$ cat src/rtl/instr_mem_loadable_if.sv
// Fetch port and program-load stream of the loadable instruction memory.
// The master drives requests and load words; the slave is the memory.
interface instr_mem_loadable_if #(
  parameter int DATA_W = 16,
  parameter int ADDR_W = 8
);
  logic              fetch_req;
  logic [ADDR_W-1:0] fetch_addr;
  logic [DATA_W-1:0] fetch_data;
  logic              fetch_valid;

  logic              ld_start;
  logic [ADDR_W-1:0] ld_base;
  logic              ld_valid;
  logic [DATA_W-1:0] ld_data;
  logic              ld_last;
  logic              ld_ready;
  logic              ld_done;
  logic              ld_wrap;
  logic              busy;

  modport master (
    output fetch_req, fetch_addr, ld_start, ld_base, ld_valid, ld_data, ld_last,
    input  fetch_data, fetch_valid, ld_ready, ld_done, ld_wrap, busy
  );

  modport slave (
    input  fetch_req, fetch_addr, ld_start, ld_base, ld_valid, ld_data, ld_last,
    output fetch_data, fetch_valid, ld_ready, ld_done, ld_wrap, busy
  );
endinterface

$ cat src/rtl/instr_mem_loadable.sv
// Instruction memory with a one-cycle fetch port, a NOP sweep out of reset,
// and a streaming program loader that writes consecutive words from a base.
//
// state | meaning
// ------+--------------------------------------------------------------
// CLEAR | sweep ptr over every word writing NOP_WORD; fetches dropped
// RUN   | serve fetches; ld_start accepted here only
// LOAD  | ld_ready=1; each ld_valid writes mem[ptr] and advances ptr
module instr_mem_loadable #(
  parameter int                DATA_W   = 16,
  parameter int                ADDR_W   = 8,
  parameter logic [DATA_W-1:0] NOP_WORD = '0
) (
  input logic                 clk,
  input logic                 rst,
  instr_mem_loadable_if.slave bus
);
  localparam int                DEPTH    = 1 << ADDR_W;
  localparam logic [ADDR_W-1:0] PTR_ONE  = ADDR_W'(1);
  localparam logic [ADDR_W-1:0] PTR_LAST = '1;

  typedef enum logic [1:0] {
    CLEAR = 2'd0,
    RUN   = 2'd1,
    LOAD  = 2'd2
  } state_t;

  state_t            state, state_nxt;
  logic [ADDR_W-1:0] ptr, ptr_nxt;
  logic              wrap, wrap_nxt;
  logic              done, done_nxt;

  logic              mem_we;
  logic [ADDR_W-1:0] mem_waddr;
  logic [DATA_W-1:0] mem_wdata;
  logic [DATA_W-1:0] mem [DEPTH];

  logic              fetch_hit;
  logic [DATA_W-1:0] fetch_data_q;
  logic              fetch_valid_q;

  always_ff @(posedge clk or posedge rst) begin
    if (rst) begin
      state <= CLEAR;
      ptr   <= '0;
      wrap  <= 1'b0;
      done  <= 1'b0;
    end else begin
      state <= state_nxt;
      ptr   <= ptr_nxt;
      wrap  <= wrap_nxt;
      done  <= done_nxt;
    end
  end

  // One pointer serves both the clear sweep and the load stream.
  always_comb begin
    state_nxt = state;
    ptr_nxt   = ptr;
    wrap_nxt  = wrap;
    done_nxt  = 1'b0;
    mem_we    = 1'b0;
    mem_waddr = ptr;
    mem_wdata = NOP_WORD;
    case (state)
      CLEAR: begin
        mem_we  = 1'b1;
        ptr_nxt = ptr + PTR_ONE;
        if (ptr == PTR_LAST) begin
          state_nxt = RUN;
        end
      end
      RUN: begin
        if (bus.ld_start) begin
          state_nxt = LOAD;
          ptr_nxt   = bus.ld_base;
          wrap_nxt  = 1'b0;
        end
      end
      LOAD: begin
        if (bus.ld_valid) begin
          mem_we    = 1'b1;
          mem_wdata = bus.ld_data;
          ptr_nxt   = ptr + PTR_ONE;
          if (ptr == PTR_LAST) begin
            wrap_nxt = 1'b1;
          end
          if (bus.ld_last) begin
            state_nxt = RUN;
            done_nxt  = 1'b1;
          end
        end
      end
      default: begin
        state_nxt = CLEAR;
        ptr_nxt   = '0;
      end
    endcase
  end

  // Array has no reset; the CLEAR sweep is its only initialisation.
  always_ff @(posedge clk) begin
    if (mem_we) begin
      mem[mem_waddr] <= mem_wdata;
    end
  end

  assign fetch_hit = (state == RUN) && bus.fetch_req;

  always_ff @(posedge clk or posedge rst) begin
    if (rst) begin
      fetch_data_q  <= '0;
      fetch_valid_q <= 1'b0;
    end else begin
      fetch_valid_q <= fetch_hit;
      if (fetch_hit) begin
        fetch_data_q <= mem[bus.fetch_addr];
      end
    end
  end

  assign bus.fetch_data  = fetch_data_q;
  assign bus.fetch_valid = fetch_valid_q;
  assign bus.ld_ready    = (state == LOAD);
  assign bus.ld_done     = done;
  assign bus.ld_wrap     = wrap;
  assign bus.busy        = (state != RUN);
endmodule

$ cat src/flat_wrapper.sv
// flat-port wrapper written by rule: the top's interface ports become plain ports
module instr_mem_loadable_flat 
#(
  parameter int                DATA_W   = 16,
  parameter int                ADDR_W   = 8,
  parameter logic [DATA_W-1:0] NOP_WORD = '0
)
  (clk, rst, bus_fetch_req, bus_fetch_addr, bus_ld_start, bus_ld_base, bus_ld_valid, bus_ld_data, bus_ld_last, bus_fetch_data, bus_fetch_valid, bus_ld_ready, bus_ld_done, bus_ld_wrap, bus_busy);
  instr_mem_loadable_if #(.DATA_W(DATA_W), .ADDR_W(ADDR_W)) bus_i ();
  input logic clk;
  input logic rst;
  input wire logic [$bits(bus_i.fetch_req)-1:0] bus_fetch_req;
  input wire logic [$bits(bus_i.fetch_addr)-1:0] bus_fetch_addr;
  input wire logic [$bits(bus_i.ld_start)-1:0] bus_ld_start;
  input wire logic [$bits(bus_i.ld_base)-1:0] bus_ld_base;
  input wire logic [$bits(bus_i.ld_valid)-1:0] bus_ld_valid;
  input wire logic [$bits(bus_i.ld_data)-1:0] bus_ld_data;
  input wire logic [$bits(bus_i.ld_last)-1:0] bus_ld_last;
  output wire logic [$bits(bus_i.fetch_data)-1:0] bus_fetch_data;
  output wire logic [$bits(bus_i.fetch_valid)-1:0] bus_fetch_valid;
  output wire logic [$bits(bus_i.ld_ready)-1:0] bus_ld_ready;
  output wire logic [$bits(bus_i.ld_done)-1:0] bus_ld_done;
  output wire logic [$bits(bus_i.ld_wrap)-1:0] bus_ld_wrap;
  output wire logic [$bits(bus_i.busy)-1:0] bus_busy;
  assign bus_i.fetch_req = bus_fetch_req;
  assign bus_i.fetch_addr = bus_fetch_addr;
  assign bus_i.ld_start = bus_ld_start;
  assign bus_i.ld_base = bus_ld_base;
  assign bus_i.ld_valid = bus_ld_valid;
  assign bus_i.ld_data = bus_ld_data;
  assign bus_i.ld_last = bus_ld_last;
  assign bus_fetch_data = bus_i.fetch_data;
  assign bus_fetch_valid = bus_i.fetch_valid;
  assign bus_ld_ready = bus_i.ld_ready;
  assign bus_ld_done = bus_i.ld_done;
  assign bus_ld_wrap = bus_i.ld_wrap;
  assign bus_busy = bus_i.busy;
  instr_mem_loadable #(.DATA_W(DATA_W), .ADDR_W(ADDR_W), .NOP_WORD(NOP_WORD)) u_core (.clk(clk), .rst(rst), .bus(bus_i));
endmodule
$ cat config.mk
export PLATFORM = sky130hd
export DESIGN_NAME = instr_mem_loadable_flat
export DESIGN_NICKNAME = d
export VERILOG_FILES = /design/src/rtl/instr_mem_loadable_if.sv /design/src/rtl/instr_mem_loadable.sv /design/src/flat_wrapper.sv
export SDC_FILE = /design/constraint.sdc
export NUM_CORES = 2
export LEC_CHECK = 0
export CORE_UTILIZATION = 57
export DETAILED_ROUTE_END_ITERATION = 8
export PLACE_DENSITY = 0.76
export SLEW_MARGIN = 10
export SYNTH_ARGS = -nofsm -noshare
export SYNTH_HDL_FRONTEND = slang
export SYNTH_SLANG_ARGS = --single-unit
$ cat constraint.sdc
create_clock -name clk -period 5.35 [get_ports clk]
set_clock_uncertainty 0.1 [all_clocks]
set_input_delay 1.07 -clock clk [delete_from_list [all_inputs] [get_ports clk]]
set_output_delay 1.07 -clock clk [all_outputs]
set_load 0.01 [all_outputs]
# Word level (Yosys, flattened, before mapping)

Memories as Yosys holds them, arrays and structs flattened. A register that Yosys moved wholly into a read port is not among the register bits.
Index checks and enable logic that the tools add are counted.

Add/sub/neg operators: 1
Eq/ne operators: 9
Multiplexer cells: 21
Reductions and logical operators: 6

Operators with widths:

| operator                                                                | number |
|---|---|
| 16-bit two-way mux                                                      | 2 |
| 8-bit one-hot mux with 3 select lines                                   | 1 |
| 8-bit two-way mux                                                       | 2 |
| 1-bit two-way mux                                                       | 9 |
| 8-bit by 1-bit adder with 8-bit output, second input constant           | 1 |
| 8-bit equality test, second input constant                              | 1 |
| 2-bit two-way mux                                                       | 4 |
| 4-bit AND reduction                                                     | 2 |
| 2-bit by 1-bit inequality test with 1-bit output, second input constant | 3 |
| 2-bit inequality test, second input constant                            | 3 |
| 2-bit one-hot mux with 3 select lines                                   | 1 |
| 1-bit one-hot mux with 2 select lines                                   | 2 |
| 2-bit by 1-bit equality test with 1-bit output, second input constant   | 1 |
| 2-bit equality test, second input constant                              | 1 |
| 2-bit logical NOT                                                       | 1 |
| 2-bit AND reduction                                                     | 1 |
| 2-bit nonzero test                                                      | 1 |
| 1-bit logical AND                                                       | 1 |

Register bits after elaboration: 13
RAM bits: 4096
Input bits: 38
Output and inout port bits: 21
Memories: 1

Memory list:

| name       | depth | width | rd ports | clocked after Yosys merged registers in | wr ports | RTL line                 | source |
|---|---|---|---|---|---|---|---|
| u_core.mem | 256   | 16    | 1        | 1                                       | 1        | instr_mem_loadable.sv:36 | `logic [DATA_W-1:0] mem [DEPTH];` |

# Longest topological paths before layout

Word-level depth: 4
Depth in mapped cells: 12

# Worst setup path after synthesis

No wires, ideal clock.

Path type: input -> register
Start: input port bus_ld_valid
End: memory u_core.mem[0][10] (data pin)
Library setup time: 0.874 ns
Data arrival time: 4.829 ns
Required time: 4.376 ns
Setup slack: -0.453 ns
Stages on the path: 3
Cells stage by stage: clkbuf_1 -> clkbuf_1 -> and3_1

Cells in the longest elaborated chain, start to end: 2

Ends and longest elaborated chain:

| item                           | RTL line                 | source |
|---|---|---|
| from (decl)                    | flat_wrapper.sv:16       | `input wire logic [$bits(bus_i.ld_valid)-1:0] bus_ld_valid;` |
| 16-bit two-way mux             | instr_mem_loadable.sv:81 | `if (bus.ld_valid) begin` |
| 16-bit two-way mux             | instr_mem_loadable.sv:65 | `case (state)` |
| named net u_core.mem_wdata[10] | instr_mem_loadable.sv:35 | `logic [DATA_W-1:0] mem_wdata;` |
| to (decl)                      | instr_mem_loadable.sv:36 |  |

The timed path passes the listed nets, and every way through them passes these cells.

==> metrics.yaml <==
cp_num_buf_inv: 3
path_max_fanout: 12
cp_cell_sequence: "clkdlybuf4s50_1 -> buf_4 -> nor3b_2 -> buf_4 -> nand2_1 -> o22a_1 -> o22ai_1 -> a41oi_1 -> nand4_1 -> o211ai_1"
rr_endpoint: "u_core.bus.fetch_data[5]"
h-tree-depth: 5
fill_cells: 17179
yosys_warnings: 0
synth_area_leader_cell: "edfxtp_1"
hold_class: "reg -> reg"
synthTopCellsByArea: "edfxtp_1 (77%), mux4_2 (10%), mux2i_1 (3.8%), nor2_1 (0.74%), o22ai_1 (0.71%)"
cts_hold_buf: 0
start_util_pct: 57.5
drv_cap: 1
hp-start: "u_core.state[1]"
status: "finished, violations left"
synth_cells: 7648
yosysTopAreaCellShare_pct: 77.1
drive_gt1_share_pct: 22.6
num_rows: 193
synthTopCellsByCount: "edfxtp_1 (4096), mux4_2 (711), mux2i_1 (604), nor2_1 (316), nand2_1 (282)"
cts.clk_slew.worst_paths_ns: 0.06
grt_max_degree: 153
holdPathStages: 1
setup_tns_ns: 0
antenna_found_initial: 21
hpwl_um: 264000
ant_nets: 0
end_kind: "flop"
syn_nets: 7690
via_per_inst: 6.88
setup_violations: 0
ys_seq_area_share_pct: 77.5
num_vias: 84735
required_ns: 6.02
dp_slack_ns: 0.0837
slew_headroom_pct: 1.04
first_iter_violations: 14139
drc: 1
rsz0062_at_grt: "false"
cts.sinks: 4125
grtUsageTotal_pct: 30.8
fp.dieW_um: 531
cts_tree: "yes"
grt_overflow: 0
cp-startpoint: "bus_fetch_addr[3]"
reg2reg_slack_ns: 0.45
post-route-period-util_pct: 92.6
insertion_delay_ns: 0.95
synth-seq-cells: 4125
crit_path_start_kind: "input pin"
avgSynthCellArea_um2: 20.9
postCtsSetupBuffers: 0
clock-root-buffer: "clkbuf_16"
p_leak_nw: 58.7
grt_pass1_wl_um: 611000
period_minus_slack_ns: 4.96
syn2layout_area_growth_pct: 13.1
dieArea_um2: 282000
reg2regPathDepth: 9
finalHoldViolCount: 0
max_stage_delay_ns: 1.04
drv_slew: 0
cp_common_cell: "buf_4"
ir_drop_mv: 0.310
portBuffers: 58
tightest_slew_ns: 1.47
hold_path_end: "u_core.state[0]"
grt_pass1_vias: 83350
rr_startpoint: "u_core.state[0]"
io_pins: 59
synth-edff-count: 4096
wl_per_cell_um: 35.3
synthFlopType: "edfxtp_1"
crit_type: "in -> reg"
max_freq_mhz: 202
critPathSlowestCell: "nor3b_2"
hold_ws_ns: 0.453
power_density_nw_per_um2: 387
critPathTopFamily: "simple AND/OR/NAND/NOR gates"
synth.most_common_cell: "edfxtp_1"
setup_ws_ns: 0.395
synthArstFlopShare_pct: 0.703
cts_buffers: 398
netlist_area_um2: 160000
synth_cell_types: 66
cts.repair.resized: 0
violations: "DRC, capacitance limit"
core_region_area_um2: 277000
wirelength_um: 435000
drtPass1Iterations: 9
crit_arrival_ns: 5.62
num-nets-final: 8302
dieHeight_um: 531
clk_path_buf_depth: 4
gp_congestion: 1.00
-- cell families (layout without fill, tap and decap cells) --
logic type	after synthesis	in the layout	share of synthesized area (%)
other	0	15	0
multiplexers	1347	1347	14.3
adder cells (fa/ha/maj)	4	4	0.0314
AO/OA/AOI/OAI	863	863	3.82
AND/OR/NAND/NOR	838	838	2.30
flip-flops	4125	4125	77.5
buffers and inverters	471	1413	2.07
-- stage by stage --
stage	total power [W]	std cells	utilization, %	instance area (um2)
6_report	0.0699	12310	65.0	180000
5_1_grt	0.0713	12297	65.0	180000
4_1_cts	0.0699	12295	65.0	180000
3_5_place_dp	0.0425	11565	60.4	168000
3_3_place_gp	0.0424	11564	60.4	168000
2_1_floorplan	0.0400	7648	-	160000
-- worst max path at each step --
stage | slack [ns] | cells after the start | to
floorplan | -0.45 | 3 | u_core.mem[0][5]
global placement | 0.09 | 10 | u_core.bus.fetch_data[10]
detailed placement | 0.08 | 10 | u_core.bus.fetch_data[10]
CTS | 0.97 | 4 | bus_busy
global route | 0.56 | 9 | u_core.bus.fetch_data[5]
finish | 0.39 | 10 | u_core.bus.fetch_data[10]
-- per-layer routing --
layer | track usage [%] | part of all wire [%] | vias up | wire length, um
met2 | 47.5 | 47 | 6444 | 203000
met1 | 40.1 | 34 | 43849 | 148000
met4 | 17.7 | 6.6 | 10 | 28800
li1 | - | - | 33281 | -
met3 | 7.93 | 13 | 1151 | 54900
met5 | 0 | 0.014 | - | 60
-- flip-flops by register name (all words and copies together) (netlist names) --
signal and count:
u_core.bus.fetch_data 16, u_core.bus.ld_done 1, u_core.state 2, u_core.bus.ld_wrap 1, u_core.bus.fetch_valid 1, u_core.mem 4096, u_core.mem_waddr 8
-- cell type report --
type                    instances  area [um2]  share of cell area, %
multi-input cells            3052       32800                   18.2
flip-flops and latches       4125      124000                   68.6
well taps                    3705        4640                   2.57
repair buffers                671        6330                   3.51
diodes                         15        37.5                 0.0208
clock buffers                 481       10400                   5.77
clock inverters               249        2460                   1.36
inverters                      12        52.6                 0.0291
-- power breakdown --
part	total, W	internal, W	switching [W]
registers	0.0367	0.0363	0.000397
logic	0.00529	0.00159	0.00370
clock network	0.0279	0.0160	0.0119
total	0.0699	0.0539	0.0160
-- cell usage in the layout (no fill, tap or decap), drive strengths merged, types with 37 or more instances in the layout --
cell type | Yosys | layout
a2111oi | 58 | 58
a211oi | 58 | 58
a21oi | 121 | 121
a221oi | 37 | 37
a22oi | 121 | 121
buf | 292 | 616
bufinv | 0 | 43
clkbuf | 163 | 481
clkdlybuf4s50 | 0 | 54
clkinv | 0 | 183
edfxtp | 4096 | 4096
mux2i | 604 | 604
mux4 | 735 | 735
nand2 | 282 | 282
nand3 | 55 | 55
nor2 | 316 | 316
nor3 | 48 | 48
o21ai | 82 | 82
o221ai | 118 | 118
o22ai | 182 | 182
-- worst reg2reg max path, cell delays in order, from the launching register on --
cell and delay [ns]:
dfrtp_1 0.59, nor2b_1 0.85, nand2_1 0.17, buf_4 0.29, nor2_1 0.65, o31ai_1 0.22, nor4_1 0.96, buf_4 0.25
o2111ai_1 0.47, o311ai_1 0.24
(Power assumes the default switching activity.)
